## src/rtl/apb_mem_param.sv

```systemverilog
`timescale 1ns/1ps
// apb_mem_param: parametrised APB3 scratch-RAM slave with per-transfer wait
// states taken from PWAIT and PSLVERR for word addresses outside
// BASE_ADDR..BASE_ADDR+DEPTH-1.
// Optional build macro APB_MEM_PSTRB_EN adds the APB4 PSTRB byte-strobe input.
//
// state  | meaning
// IDLE   | no transfer in progress, waiting for a setup cycle
// ACCESS | access phase, counting down wait states until PREADY
module apb_mem_param #(
    parameter int                DATA_W    = 32,
    parameter int                ADDR_W    = 8,
    parameter int                DEPTH     = 64,
    parameter logic [ADDR_W-1:0] BASE_ADDR = 8'h10,
    parameter int                WAIT_W    = 4
) (
    input  logic                PCLK,
    input  logic                PRESET,
    input  logic [WAIT_W-1:0]   PWAIT,
    input  logic                PSEL,
    input  logic                PENABLE,
    input  logic [ADDR_W-1:0]   PADDR,
    input  logic                PWRITE,
    input  logic [DATA_W-1:0]   PWDATA,
`ifdef APB_MEM_PSTRB_EN
    input  logic [DATA_W/8-1:0] PSTRB,
`endif
    output logic                PREADY,
    output logic [DATA_W-1:0]   PRDATA,
    output logic                PSLVERR
);

    localparam int NB    = DATA_W / 8;
    localparam int IDX_W = (DEPTH > 1) ? $clog2(DEPTH) : 1;

    // Range limits are held one bit wider than PADDR so BASE_ADDR+DEPTH-1
    // can never wrap around and make an out-of-range address look valid.
    localparam logic [ADDR_W:0] ADDR_LO = {1'b0, BASE_ADDR};
    localparam logic [ADDR_W:0] ADDR_HI = ADDR_LO + (ADDR_W+1)'(DEPTH - 1);

    typedef enum logic {
        IDLE   = 1'b0,
        ACCESS = 1'b1
    } state_t;

    state_t              state_q, state_d;
    logic [WAIT_W-1:0]   cnt_q, cnt_d;
    logic [IDX_W-1:0]    idx_q, idx_d;
    logic                write_q, write_d;
    logic                err_q, err_d;
    logic [DATA_W-1:0]   wdata_q, wdata_d;
    logic [DATA_W-1:0]   prdata_q, prdata_d;
    logic [NB-1:0]       wstrb;

`ifdef APB_MEM_PSTRB_EN
    logic [NB-1:0]       strb_q, strb_d;
`endif

    logic [DATA_W-1:0]   mem [DEPTH];

    logic [ADDR_W:0]     paddr_x;
    logic [ADDR_W:0]     offset;
    logic [IDX_W-1:0]    idx_in;
    logic                addr_err;
    logic                ready;
    logic                complete;
    logic                mem_we;
    logic                unused_offset_hi;

    assign paddr_x          = {1'b0, PADDR};
    assign addr_err         = (paddr_x < ADDR_LO) || (paddr_x > ADDR_HI);
    assign offset           = paddr_x - ADDR_LO;
    assign idx_in           = offset[IDX_W-1:0];
    assign unused_offset_hi = ^offset[ADDR_W:IDX_W];

    // PREADY/PSLVERR come from registers only, never from bus inputs.
    assign ready    = (state_q == ACCESS) && (cnt_q == '0);
    assign complete = ready && PSEL && PENABLE;
    assign mem_we   = complete && write_q && !err_q;

    assign PREADY   = ready;
    assign PSLVERR  = ready && err_q;
    assign PRDATA   = prdata_q;

`ifdef APB_MEM_PSTRB_EN
    assign wstrb = strb_q;
`else
    assign wstrb = '1;
`endif

    // Transfer control registers; memory array is deliberately not reset.
    always_ff @(posedge PCLK or posedge PRESET) begin
        if (PRESET) begin
            state_q  <= IDLE;
            cnt_q    <= '0;
            idx_q    <= '0;
            write_q  <= 1'b0;
            err_q    <= 1'b0;
            wdata_q  <= '0;
            prdata_q <= '0;
`ifdef APB_MEM_PSTRB_EN
            strb_q   <= '0;
`endif
        end else begin
            state_q  <= state_d;
            cnt_q    <= cnt_d;
            idx_q    <= idx_d;
            write_q  <= write_d;
            err_q    <= err_d;
            wdata_q  <= wdata_d;
            prdata_q <= prdata_d;
`ifdef APB_MEM_PSTRB_EN
            strb_q   <= strb_d;
`endif
        end
    end

    // Next-state: capture the request in setup, count waits, finish or abort.
    always_comb begin
        state_d  = state_q;
        cnt_d    = cnt_q;
        idx_d    = idx_q;
        write_d  = write_q;
        err_d    = err_q;
        wdata_d  = wdata_q;
        prdata_d = prdata_q;
`ifdef APB_MEM_PSTRB_EN
        strb_d   = strb_q;
`endif
        case (state_q)
            IDLE: begin
                if (PSEL && !PENABLE) begin
                    state_d = ACCESS;
                    cnt_d   = PWAIT;
                    idx_d   = idx_in;
                    write_d = PWRITE;
                    err_d   = addr_err;
                    wdata_d = PWDATA;
`ifdef APB_MEM_PSTRB_EN
                    strb_d  = PSTRB;
`endif
                    // Read data is fetched at setup so it is stable for the
                    // whole access phase; writes leave PRDATA untouched.
                    if (!PWRITE) begin
                        prdata_d = addr_err ? '0 : mem[idx_in];
                    end
                end
            end
            ACCESS: begin
                // Losing PSEL/PENABLE before completion abandons the transfer.
                if (!(PSEL && PENABLE) || (cnt_q == '0)) begin
                    state_d = IDLE;
                    cnt_d   = '0;
                end else begin
                    cnt_d = cnt_q - WAIT_W'(1);
                end
            end
            default: begin
                state_d = IDLE;
                cnt_d   = '0;
            end
        endcase
    end

    // Write commits on the completing edge, byte lanes gated by the strobes.
    always_ff @(posedge PCLK) begin
        if (mem_we) begin
            for (int b = 0; b < NB; b++) begin
                if (wstrb[b]) begin
                    mem[idx_q][8*b +: 8] <= wdata_q[8*b +: 8];
                end
            end
        end
    end

endmodule
```

## config.mk

```make
export PLATFORM = sky130hd
export DESIGN_NAME = apb_mem_param
export DESIGN_NICKNAME = d
export VERILOG_FILES = /design/src/rtl/apb_mem_param.sv
export SDC_FILE = /design/constraint.sdc
export NUM_CORES = 2
export LEC_CHECK = 0
export ABC_AREA = 1
export ABC_CLOCK_PERIOD_IN_PS = 9600
export CAP_MARGIN = 30
export CORE_ASPECT_RATIO = 0.75
export CORE_MARGIN = 1
export CORE_UTILIZATION = 25
export CTS_CLUSTER_DIAMETER = 50
export DETAILED_ROUTE_END_ITERATION = 10
export GPL_TIMING_DRIVEN = 1
export PLACE_DENSITY = 0.48
export RECOVER_POWER = 50
export SETUP_SLACK_MARGIN = 0.4
export SLEW_MARGIN = 0
export SYNTH_ARGS = -nofsm -noshare
export SYNTH_HDL_FRONTEND = slang
export SYNTH_SLANG_ARGS = --single-unit
```

## constraint.sdc

```tcl
create_clock -name PCLK -period 9.6 [get_ports PCLK]
set_input_delay 1.92 -clock PCLK [delete_from_list [all_inputs] [get_ports PCLK]]
set_output_delay 1.92 -clock PCLK [all_outputs]
set_load 0.03 [all_outputs]
```

After elaboration in Yosys (flattened, before gate mapping)
Memory sizes are Yosys's and may differ from the RTL's.
Index checks and enable logic that the tools add are counted.

storage, ports and cells
  bits in registers = 77
  memory bits (writable) = 2048
  bits of input ports = 49
  output and inout bits = 34
  memories kept = 1

memory list
  name  depth  width  rd ports  clocked after Yosys merged registers in  wr ports  RTL line  text
  mem   64     32     1         0                                        1         59        logic [DATA_W-1:0] mem [DEPTH];

operators by class
  add/sub/neg operators = 2
  magnitude comparators = 2
  eq/ne operators = 1
  multiplexer cells = 9
  bitwise gates (word level) = 2
  reductions and logical operators = 16

operators by type and width
  kind                   number
  $mux W32               1
  $gt A8 B7 Y1 const B   1
  $logic_and A1 B1 Y1    8
  $lt A8 B5 Y1 const B   1
  $mux W4                2
  $pmux W4 S2            1
  $sub A6 B5 Y6 const B  1
  $logic_not A4 Y1       1
  $mux W1                4
  $sub A4 B1 Y4 const B  1
  $logic_not A1 Y1       3
  $reduce_and A3 Y1      1
  $logic_or A1 B1 Y1     2
  $ne A2 B2 Y1 const B   1
  $not A1 Y1             2
  $pmux W1 S2            1
  $reduce_and A2 Y1      1

Longest topological paths before layout
  depth in word-level cells = 8
  mapped depth = 15

Worst setup path before layout
Ideal clock, no wire load.

  kind = input to register
  start point = input PENABLE
  end point = memory mem[0][0] (enable)
  library setup time = 0.421 ns
  arrival time = 3.960 ns
  required time = 9.179 ns
  slack = 5.219 ns
  stages on the path = 6
  buffers on the path = 0
  cell sequence = nand2_1 > inv_1 > nand4_1 > nor2_1 > nand3_1 > nor2_1

between the ends
  longest elaborated chain between the ends = 5

RTL lines
  item                              RTL line  text
  from (decl)                       21        input logic PENABLE,
  $logic_and A1 B1 Y1               78        assign complete = ready && PSEL && PENABLE;
  $logic_and A1 B1 Y1 (2 in a row)  79        assign mem_we = complete && write_q && !err_q;
  $mux W1                           167       if (mem_we) begin
  $mux W1 (not written as such)     170       mem[idx_q][8*b +: 8] <= wdata_q[8*b +: 8];
  to (decl)                         59

No other way between the ends.

Final worst setup path
  start point = input PENABLE
  end point = register prdata_q[2] (netlist: PRDATA[2])

between the ends
  longest elaborated chain between the ends = 3

RTL lines
  item                         RTL line  text
  $logic_not A1 Y1             132       if (PSEL && !PENABLE) begin
  $logic_and A1 B1 Y1          132
  $reduce_and A3 Y1 (no line)  --
  to (signal assigned)         111       prdata_q <= prdata_d;
  to (decl)                    52        logic [DATA_W-1:0] prdata_q, prdata_d;

No other way between the ends.
A chain may end at the register's enable or synchronous reset.

==> flow_metrics.env <==
export IMPL_grt_pass1_vias=53300
export IMPL_vias=55900
export IMPL_grt_util_met1_pct=22.3
export IMPL_tightest_slew_ns=4.19
export IMPL_die_x_um=678
export IMPL_cts_root_buffer="clkbuf_16"
export IMPL_syn_inst=7302
export IMPL_cp_endpoint="PRDATA[2]"
export IMPL_core_area_um2=340000
export IMPL_yosysTopAreaCellShare_pct=71.8
export IMPL_post_cts_buffers=0
export IMPL_hold_viol=0
export IMPL_relSlewSlack_pct=-179
export IMPL_max_freq_ghz=0.141
export IMPL_mostFrequentLayoutCell="nand2_1"
export IMPL_synth_warnings=0
export IMPL_cts_sinks=2125
export IMPL_clk_latency_ns=0.86
export IMPL_drv_cap=35
export IMPL_vdd_drop_max_uv=131
export IMPL_pre_cts_slack_ns=3.36
export IMPL_tns_ns=0
export IMPL_critical_path_max_fanout=48
export IMPL_slowest_stage="clkbuf_1"
export IMPL_path_depth=13
export IMPL_avgSynthCellArea_um2=11.7
export IMPL_ys_seq_area_share_pct=74.0
export IMPL_syn_area_um2=85700
export IMPL_nFillCells=34600
export IMPL_clock_path_buffers=4
export IMPL_synth_cell_types=21
export IMPL_grt_pass1_wl_mm=389
export IMPL_r2r_end="PRDATA[2]"
export IMPL_path_cells="dlygate4sd3_1 -> inv_1 -> nand2_1 -> nor2_4 -> clkbuf_1 -> inv_1 -> nor2_1 -> inv_2 -> buf_4 -> nor2_4 -> buf_4 -> nand3_1 -> nand2_1"
export IMPL_ctsHoldBuffers=0
export IMPL_ant_nets=0
export IMPL_synth_area_leaders="edfxtp_1 (72%), nand2_1 (13%), nand3_1 (9.9%), dfrtp_1 (2.2%), buf_2 (1.6%)"
export IMPL_cts_max_level=4
export IMPL_crit_arrival_ns=7.87
export IMPL_synth_seq_cells=2125
export IMPL_crit_path_end_kind="flip-flop"
export IMPL_ctsResizeCount=0
export IMPL_numCtsBuffers=203
export IMPL_routed_wl_mm=273
export IMPL_ios=83
export IMPL_final_area_um2=97800
export IMPL_gr_max_usage_layer="met2"
export IMPL_setup_slack_ns=2.51
export IMPL_track_usage_pct=15.3
export IMPL_gr_total_overflow=0
export IMPL_p_per_area_nw_per_um2=207
export IMPL_wl_per_cell_um=22.9
export IMPL_crit_type="in2reg"
export IMPL_fin_crit_ns=7.09
export IMPL_rows=185
export IMPL_drc=0
export IMPL_status="finished, violations left"
export IMPL_cts_tree="done"
export IMPL_start_util_pct=25.2
export IMPL_first_pass_iters=6
export IMPL_reg2reg_slack_ns=3.88
export IMPL_critPathBufInv=7
export IMPL_max_stage_delay_ns=1.88
export IMPL_violations="max-capacitance violations, max-slew violations"
export IMPL_p_leak_nw=34.5
export IMPL_via_per_inst=4.68
export IMPL_holdWs_ns=0.492
export IMPL_timing_final_crit_share_pct=73.8
export IMPL_gp_congestion=0.772
export IMPL_fin_nets=7332
export IMPL_cp_top_family="buffers and inverters"
export IMPL_dieArea_um2=345000
export IMPL_grt_max_degree=204
export IMPL_grt_use_met3_pct=2.52
export IMPL_worstSetupStartpoint="PENABLE"
export IMPL_finalSetupViolCount=0
export IMPL_hold_path_class="reg2reg"
export IMPL_clkSlewWorstSetupHoldPaths_ns=0.07
export IMPL_layout_common_cells="nand2_1 (2897), edfxtp_1 (2048), nand3_1 (1696)"
export IMPL_drt_iter0_drc=6067
export IMPL_grt_setup_unrepaired="no"
export IMPL_required_ns=10.38
export IMPL_fp_dieH_um=509
export IMPL_yosysTopAreaCell="edfxtp_1"
export IMPL_drv_slew=2123
export IMPL_syn_to_final_growth_pct=14.2
export IMPL_drive_above_1_share_pct=6.75
export IMPL_synth_net_count=7353
export IMPL_use_met2_pct=24.3
export IMPL_r2r_start="state_q"
export IMPL_reg2reg_depth=10
export IMPL_placed_area_um2=91600
export IMPL_startpoint_type="input pin"
export IMPL_grt_antenna_before_repair=16
export IMPL_io_buffers=82
export IMPL_dp_hpwl_mm=135
export IMPL_finClkSkew_ns=0.0517
==> per-stage QoR <==
| step | utilization [%] | cells | power, W |
|---|---|---|---|
| after global routing | 28.8 | 11900 | 0.0209 |
| after detailed placement | 27.0 | 11600 | 0.0126 |
| final | 28.8 | 11900 | 0.0203 |
| after CTS | 28.8 | 11900 | 0.0204 |
| after floorplan | - | 7302 | 0.0117 |
| after global placement | 26.9 | 11600 | 0.0126 |
==> where the power goes <==
part	leakage [nW]	internal, W	switching, W
logic	11.9	0.000321	0.00141
clock network	3.05	0.00425	0.00352
registers	19.5	0.0107	0.000116
total	34.5	0.0152	0.00505
==> flip-flops by register name, summed over array words and instances (netlist names) <==
name / count
idx_q: 6
cnt_q: 4
state_q: 1
PRDATA: 32
err_q: 1
write_q: 1
wdata_q: 32
mem: 2048
==> tightest hold or removal path, cell delays in order, from the launching register on <==
cell and delay (ns):
dfrtp_1 0.35, nand2_1 0.06, nand2_1 0.05
==> layout make-up <==
type / count / area, um^2 / share of cell area, %
diodes: 5 / 12.5 / 0.0128
clock buffers: 252 / 5370 / 5.49
clock inverters: 112 / 815 / 0.833
inverters: 24 / 129 / 0.132
multi-input cells: 4693 / 20300 / 20.7
flip-flops and latches: 2125 / 63500 / 64.9
well taps: 4488 / 5620 / 5.74
repair buffers: 234 / 2110 / 2.16
==> cell usage after synthesis <==
cell type / number
buf_1: 44
nand3_1: 1696
o21a_1: 1
inv_4: 1
nor3_1: 2
inv_2: 3
edfxtp_1: 2048
clkbuf_1: 97
dfrtp_1: 77
inv_1: 20
buf_2: 269
xor2_1: 1
a22oi_1: 1
a21oi_1: 6
ha_1: 2
nor2_1: 74
nand2_1: 2897
o21ai_0: 12
nand4_1: 1
buf_4: 25
buf_6: 25
==> worst min-delay path by stage <==
stage / start / to / cells past startpoint
finish: PRDATA[14] / PRDATA[14] / 2
global route: PRDATA[14] / PRDATA[14] / 2
CTS: PRDATA[14] / PRDATA[14] / 2
detailed placement: PRDATA[14] / PRDATA[14] / 2
global placement: PRDATA[14] / PRDATA[14] / 2
floorplan: write_q / write_q / 1
==> cell families (layout without fill, tap and decap cells) <==
kind of cell    Yosys count  in the layout  share of synthesized area, %
fa+ha+maj                 2              2                        0.0292
buf+inv                 484            622                          2.85
xor+xnor                  1              1                        0.0102
compound gates           20             20                         0.123
flops                  2125           2125                          74.0
other cells               0              5                             0
simple gates           4670           4670                          22.9
==> per-layer routing <==
| metal | wire length (um) | share of wire [%] |
|---|---|---|
| met1 | 125000 | 46 |
| met2 | 124000 | 45 |
| met3 | 19600 | 7.2 |
| met4 | 4430 | 1.6 |
| met5 | 0 | 0 |
Note: power is estimated with default switching activity, not from simulation.
